**config.mk**
```make
export PLATFORM = sky130hd
export DESIGN_NAME = sm_als_responder
export DESIGN_NICKNAME = d
export VERILOG_FILES = /design/src/rtl/sm_als_responder.sv
export SDC_FILE = /design/constraint.sdc
export NUM_CORES = 1
export LEC_CHECK = 0
export ABC_AREA = 0
export CAP_MARGIN = 0
export CORE_MARGIN = 8
export CORE_UTILIZATION = 52
export DETAILED_ROUTE_END_ITERATION = 12
export DONT_BUFFER_PORTS = 1
export GPL_ROUTABILITY_DRIVEN = 0
export PLACE_DENSITY = 0.68
export SYNTH_ARGS = -nofsm -noshare
export SYNTH_HDL_FRONTEND = slang
export SYNTH_SLANG_ARGS = --single-unit
```
**constraint.sdc**
```tcl
create_clock -name clk -period 2.12 [get_ports clk]
set_input_delay 0.318 -clock clk [delete_from_list [all_inputs] [get_ports clk]]
set_output_delay 0.318 -clock clk [all_outputs]
set_load 0.05 [all_outputs]
```
**src/rtl/sm_als_responder.sv**
```systemverilog
// -----------------------------------------------------------------------------
// sm_als_responder
//
// SPI responder that stands in for the ambient light sensor (ADC081S021-style)
// hanging off alsCS/alsSCK/alsSDO. It answers the on-chip SPI master so the
// sensor path can be exercised in simulation and in FPGA loopback.
//
// One frame of FRAME_BITS bits is served per CS-low window, MSB first:
//     {LEAD_ZEROS zeros, value[DATA_WIDTH-1:0], trailing zeros}
// The number of trailing zeros is FRAME_BITS - LEAD_ZEROS - DATA_WIDTH and
// must not be negative.
//
// alsCS and alsSCK are treated as plain asynchronous data inputs. They are
// oversampled by clk (two synchroniser flops plus one history flop each) and
// are never used as clocks.
//
// Ports
//   clk        in   1           system clock (only clock in the module)
//   rst        in   1           synchronous reset, active-high
//   alsCS      in   1           chip select from master, active-low, async
//   alsSCK     in   1           SPI clock from master, async
//   alsSDO     out  1           serial data to master, registered; updates
//                               3 clk edges after an SCK falling edge
//   value      in   DATA_WIDTH  sensor value, captured when CS falls
//   busy       out  1           frame in progress (SHIFT or DONE)
//   frameDone  out  1           1-clk pulse, CS released after a full frame
//   frameAbort out  1           1-clk pulse, CS released before frame end
//   frameCnt   out  CNT_WIDTH   completed-frame counter, wraps
// -----------------------------------------------------------------------------
module sm_als_responder #(
    parameter int FRAME_BITS = 16,
    parameter int DATA_WIDTH = 8,
    parameter int LEAD_ZEROS = 3,
    parameter int CNT_WIDTH  = 16
) (
    input  logic                  clk,
    input  logic                  rst,
    input  logic                  alsCS,
    input  logic                  alsSCK,
    output logic                  alsSDO,
    input  logic [DATA_WIDTH-1:0] value,
    output logic                  busy,
    output logic                  frameDone,
    output logic                  frameAbort,
    output logic [CNT_WIDTH-1:0]  frameCnt
);

    localparam int TRAIL_ZEROS = FRAME_BITS - LEAD_ZEROS - DATA_WIDTH;
    localparam int BIT_CNT_W   = $clog2(FRAME_BITS + 1);
    localparam logic [BIT_CNT_W-1:0] LAST_BIT = BIT_CNT_W'(FRAME_BITS);

    // Index of each pin inside the synchroniser vectors.
    localparam int PIN_CS  = 0;
    localparam int PIN_SCK = 1;
    localparam int NUM_PINS = 2;

    // -------------------------------------------------------------------------
    // Input synchronisers: meta -> sync (2-flop synchroniser), then history.
    // All stages reset to 1 so that no false falling edge appears right after
    // reset.
    // -------------------------------------------------------------------------
    logic [NUM_PINS-1:0] pin_in;
    logic [NUM_PINS-1:0] sync_vec;
    logic [NUM_PINS-1:0] hist_vec;

    assign pin_in[PIN_CS]  = alsCS;
    assign pin_in[PIN_SCK] = alsSCK;

    generate
        for (genvar gi = 0; gi < NUM_PINS; gi++) begin : g_sync
            logic meta_reg;
            logic sync_reg;
            logic hist_reg;

            always_ff @(posedge clk) begin
                if (rst) begin
                    meta_reg <= 1'b1;
                    sync_reg <= 1'b1;
                    hist_reg <= 1'b1;
                end else begin
                    meta_reg <= pin_in[gi];
                    sync_reg <= meta_reg;
                    hist_reg <= sync_reg;
                end
            end

            assign sync_vec[gi] = sync_reg;
            assign hist_vec[gi] = hist_reg;
        end
    endgenerate

    logic cs_s;
    logic cs_p;
    logic sck_s;
    logic sck_p;
    logic cs_fall;
    logic cs_rise;
    logic sck_fall;

    assign cs_s     = sync_vec[PIN_CS];
    assign cs_p     = hist_vec[PIN_CS];
    assign sck_s    = sync_vec[PIN_SCK];
    assign sck_p    = hist_vec[PIN_SCK];
    assign cs_fall  = cs_p & ~cs_s;
    assign cs_rise  = ~cs_p & cs_s;
    assign sck_fall = sck_p & ~sck_s;

    // -------------------------------------------------------------------------
    // Synchroniser fill tracking. Right after reset the sync flops hold their
    // forced 1, not the pin. WAIT_HIGH must only trust cs_s once it carries a
    // real pin sample (two clk edges), otherwise a CS held low through reset
    // would look high for a moment and then produce a false CS fall.
    // -------------------------------------------------------------------------
    logic [1:0] fill_reg;
    logic       sync_valid;

    always_ff @(posedge clk) begin
        if (rst) begin
            fill_reg <= 2'd0;
        end else if (fill_reg != 2'd2) begin
            fill_reg <= fill_reg + 2'd1;
        end
    end

    assign sync_valid = (fill_reg == 2'd2);

    // Frame image loaded into the shift register at CS fall.
    logic [FRAME_BITS-1:0] frame_word;
    assign frame_word = FRAME_BITS'(value) << TRAIL_ZEROS;

    // -------------------------------------------------------------------------
    // Frame FSM
    // -------------------------------------------------------------------------
    typedef enum logic [1:0] {
        WAIT_HIGH = 2'd0,
        IDLE      = 2'd1,
        SHIFT     = 2'd2,
        DONE      = 2'd3
    } state_t;

    state_t                 state_reg,   state_next;
    logic                   sdo_reg,     sdo_next;
    logic                   busy_reg,    busy_next;
    logic                   done_reg,    done_next;
    logic                   abort_reg,   abort_next;
    logic [CNT_WIDTH-1:0]   cnt_reg,     cnt_next;
    logic [BIT_CNT_W-1:0]   bit_cnt_reg, bit_cnt_next;
    logic [FRAME_BITS-1:0]  shreg_reg,   shreg_next;

    always_ff @(posedge clk) begin
        if (rst) begin
            state_reg   <= WAIT_HIGH;
            sdo_reg     <= 1'b0;
            busy_reg    <= 1'b0;
            done_reg    <= 1'b0;
            abort_reg   <= 1'b0;
            cnt_reg     <= '0;
            bit_cnt_reg <= '0;
            shreg_reg   <= '0;
        end else begin
            state_reg   <= state_next;
            sdo_reg     <= sdo_next;
            busy_reg    <= busy_next;
            done_reg    <= done_next;
            abort_reg   <= abort_next;
            cnt_reg     <= cnt_next;
            bit_cnt_reg <= bit_cnt_next;
            shreg_reg   <= shreg_next;
        end
    end

    always_comb begin
        state_next   = state_reg;
        sdo_next     = sdo_reg;
        done_next    = 1'b0;
        abort_next   = 1'b0;
        cnt_next     = cnt_reg;
        bit_cnt_next = bit_cnt_reg;
        shreg_next   = shreg_reg;

        case (state_reg)
            WAIT_HIGH: begin
                sdo_next = 1'b0;
                if (sync_valid && cs_s) begin
                    state_next = IDLE;
                end
            end

            IDLE: begin
                sdo_next = 1'b0;
                // SCK activity here is ignored, including an SCK fall that
                // coincides with the CS fall.
                if (cs_fall) begin
                    shreg_next   = frame_word;
                    sdo_next     = frame_word[FRAME_BITS-1];
                    bit_cnt_next = BIT_CNT_W'(1);
                    state_next   = SHIFT;
                end
            end

            SHIFT: begin
                // CS release wins over a simultaneous SCK fall.
                if (cs_rise) begin
                    abort_next = 1'b1;
                    sdo_next   = 1'b0;
                    state_next = IDLE;
                end else if (sck_fall) begin
                    if (bit_cnt_reg == LAST_BIT) begin
                        sdo_next   = 1'b0;
                        state_next = DONE;
                    end else begin
                        // Bit now at MSB after the shift is the next to send.
                        shreg_next   = shreg_reg << 1;
                        sdo_next     = shreg_reg[FRAME_BITS-2];
                        bit_cnt_next = bit_cnt_reg + 1'b1;
                    end
                end
            end

            DONE: begin
                // Extra SCK cycles past the frame read back zeros.
                sdo_next = 1'b0;
                if (cs_rise) begin
                    done_next  = 1'b1;
                    cnt_next   = cnt_reg + 1'b1;
                    state_next = IDLE;
                end
            end

            default: begin
                sdo_next   = 1'b0;
                state_next = WAIT_HIGH;
            end
        endcase

        busy_next = (state_next == SHIFT) || (state_next == DONE);
    end

    assign alsSDO     = sdo_reg;
    assign busy       = busy_reg;
    assign frameDone  = done_reg;
    assign frameAbort = abort_reg;
    assign frameCnt   = cnt_reg;

endmodule
```
==> summary.md <==
| Metric | Value |
|---|---|
| Run status | `complete, no violations` |
| Die outline height | `about 77 µm` |
| Synth-to-Final Area Change | `13.5%` |
| Number of cells in the finished layout apart from fillers | `279` |
| Headroom to the max-slew limit | `59.0%` |
| Cell with the most instances after synthesis | `sky130_fd_sc_hd__dfxtp_1` |
| Horiz. Die Dim | `between 70 and 80 µm` |
| Synthesized Nets | `roughly 230` |
| Transition at the pin with the smallest max-transition slack | `approximately 0.61 ns` |
| Wire length of the first global-routing pass | `between 6 and 7 mm` |
| Gr usage total | `roughly 14%` |
| Final-layout setup total negative slack | `0 ns` |
| Avg Inst Size Synth | `around 9 µm²` |
| Class of the tightest hold or removal check | `in -> reg` |
| Clock tree from TritonCTS | `done` |
| Count of endpoints failing setup in the final report | `0` |
| Post-layout nets | `246` |
| Total of max-cap violations | `0` |
| Routed via count | `around 1500` |
| Clk_lat worst skew | `0.29 ns` |
| Vias in the first global route | `around 1500` |
| Number of flops mapped to enable cells by yosys | `0` |
| Number of buffers inserted during clock tree synthesis | `5` |
| CTS sink cnt | `44` |
| Overall power after layout | `about 1.6 mW` |
| End-of-flow core utilization | `about three fifths` |
| Required time of the critical path | `roughly 2.4 ns` |
| Share of the synthesized area in the top cell type | `45.8%` |
| Type of the setup path with the least slack | `reg -> reg` |
| Worst Hold Margin | `between 0.08 and 0.09 ns` |
| Setup skew after layout | `approximately 0.0067 ns` |
| Inst Count DP | `271` |
| Number of rows in the core area | `22` |
| Total of fill cells in the finished design | `around 320` |
| Root Buffer Master | `sky130_fd_sc_hd__clkbuf_8` |
| First drt pass iteration count | `4` |
| Final worst path period share | `between 90% and 100%` |
| Inserted Diodes | `0` |
| Initial DRC count | `89` |
| Count of distinct cell types in the synthesized netlist | `38` |
| Number of flip-flops under the largest register name | `16` |
| Layout cell share with drive strength beyond 1 | `18.2%` |
| Vias per std cell | `5.48` |
| Sequential fraction of the synthesis area | `between 40 and 50%` |
| Final Hold Vio Count | `0` |
| Count of H-tree levels built during CTS | `2` |
| Final-report max-slew violation count | `0` |
| Number of antenna violations at the first check in global routing | `0` |
| Slowest cell on the critical path | `sky130_fd_sc_hd__or4_4` |
| Leakage dissipation | `0.816 nW` |
| Most common library cells after synthesis | `sky130_fd_sc_hd__dfxtp_1 (44), sky130_fd_sc_hd__nor2_1 (30), sky130_fd_sc_hd__a21oi_1 (13)` |
| Cts hold-fix bufs | `0` |
| Worst vdd ir | `approximately 0.00042 V` |
| Combined area of all synthesized cells | `1920 µm²` |
| Worst-case clock buffer depth | `2` |
| CP bufs+invs | `1` |
| Mapped Cells | `between 200 and 250` |
| Primary FF master, synth | `sky130_fd_sc_hd__dfxtp_1` |
| RSZ-0062 raised after global routing | `false` |
| Pwr per Cell Area | `slightly above 700 nW/µm²` |
| Buffers inserted during post-CTS setup optimization | `0` |
| Period minus WS final | `1.96 ns` |
| Share of synthesized flip-flops with an asynchronous set or reset | `0%` |
| Cell family with most CP delay | `simple AND/OR/NAND/NOR gates` |
| Yosys warning count | `0` |
| Sequence of cells on the critical path | `inv_1 > ha_1 > and4bb_2 > or4_4 > or3_1 > a21oi_1` |
| Post-DP HPWL | `~3 mm` |
| Effective utilization at floorplan | `~53%` |
| Clk pin slew, worst setup/hold paths | `around 0.08 ns` |
| Detailed-route wire length per cell | `approximately 14 µm` |
| Total die area | `around 6000 µm²` |
| Maximum number of pins on one net before global-route repair | `44` |
| Cell types occupying the most area after synthesis | `sky130_fd_sc_hd__dfxtp_1 (46%), sky130_fd_sc_hd__nor2_1 (5.9%), sky130_fd_sc_hd__xnor2_1 (4.6%)` |
| Number of input and output port buffers inserted | `0` |
| Drc violations | `0` |
| Dominant cell type by area after synthesis | `sky130_fd_sc_hd__dfxtp_1` |
| Critical Path Source Type | `flip-flop` |
| Post-cts sizing count | `0` |
| Crit path max fanout | `6` |
| Worst setup EP type | `flip-flop` |
| # IOs | `32` |
| Final global-route overflow total | `0` |
| Critical path's largest stage delay | `~0.47 ns` |
| Critical path data arrival time | `2.19 ns` |
| Highest clock frequency the design can meet | `~500 MHz` |
| Flip-flop and latch count after synthesis | `44` |
| Antenna-violating nets left | `0` |
| Sum of routed wire length over all layers | `approximately 4.0 mm` |
| Core Footprint | `around 3600 µm²` |
==> report_power, final <==
group,total [mW],internal [mW],switching (mW)
Sequential,0.896,0.864,0.0325
Clock,0.532,0.260,0.272
Combinational,0.138,0.0677,0.0706
Total,1.57,1.19,0.375
==> metrics by stage <==
stage	setup WS (ns)	instance area (µm²)
floorplan	0.0438	1920
detailed placement	0.140	2090
CTS	0.115	2180
global placement	0.207	2090
finish	0.164	2180
global route	0.0585	2180
==> per-layer routing <==
metal,up-vias,track usage [%],routed length [µm]
met5,-,0,0
li1,782,-,-
met2,35,22.5,1930
met4,0,5.38,40
met1,709,16.2,1850
met3,4,4.66,202
==> final cells by class <==
| cell class | instances | area [µm²] | area share [%] |
|---|---|---|---|
| Timing Repair Buffer | 19 | 143 | 6.54 |
| Clock buffer | 6 | 82.6 | 3.78 |
| Inverter | 9 | 33.8 | 1.55 |
| Clock inverter | 2 | 10.0 | 0.459 |
| Sequential cell | 44 | 881 | 40.4 |
| Multi-Input combinational cell | 151 | 972 | 44.6 |
| Tap cell | 48 | 60.1 | 2.75 |
==> worst register-to-register path: stages, from the launching register on <==
cell	delay [ns]
sky130_fd_sc_hd__dfxtp_1	0.41
sky130_fd_sc_hd__inv_1	0.07
sky130_fd_sc_hd__ha_1	0.20
sky130_fd_sc_hd__and4bb_2	0.29
sky130_fd_sc_hd__or4_4	0.47
sky130_fd_sc_hd__or3_1	0.32
sky130_fd_sc_hd__a21oi_1	0.13
==> worst paths after layout <==
path | from | to | slack (ns) | cells after the start
worst max-delay path | bit_cnt_reg[0]$_SDFFE_PP0P_ | bit_cnt_reg[2]$_SDFFE_PP0P_ | 0.16 | 6
worst min-delay path | rst | shreg_reg[6]$_SDFFE_PP0P_ | 0.09 | 1
worst max register to register | bit_cnt_reg[0]$_SDFFE_PP0P_ | bit_cnt_reg[2]$_SDFFE_PP0P_ | 0.16 | 6
worst min register to register | g_sync[0].meta_reg$_SDFF_PP1_ | cs_s$_SDFF_PP1_ | 0.41 | 1
==> cell families (layout without fill, tap and decap cells) <==
logic type	count (synthesis)	count (layout)	share of synthesized area, %
AND/OR/NAND/NOR	95	95	26.7
multiplexers	8	8	4.23
buffers and inverters	18	36	3.78
adder cells (fa/ha/maj)	4	4	2.60
AO/OA/AOI/OAI	32	32	11.4
flip-flops	44	44	45.8
XOR/XNOR	12	12	5.47
==> cell usage in the layout, fill, tap and decap left out, drive strengths merged, types with 6 or more instances in the layout <==
master / count
mux2i: 7
dfxtp: 44
inv: 9
or2: 6
buf: 19
clkbuf: 6
nand4: 6
nand3: 9
nand2: 12
a21oi: 13
xnor2: 10
a211oi: 8
nor4: 9
nor2: 30
Note: power is estimated with default switching activity, not from simulation.
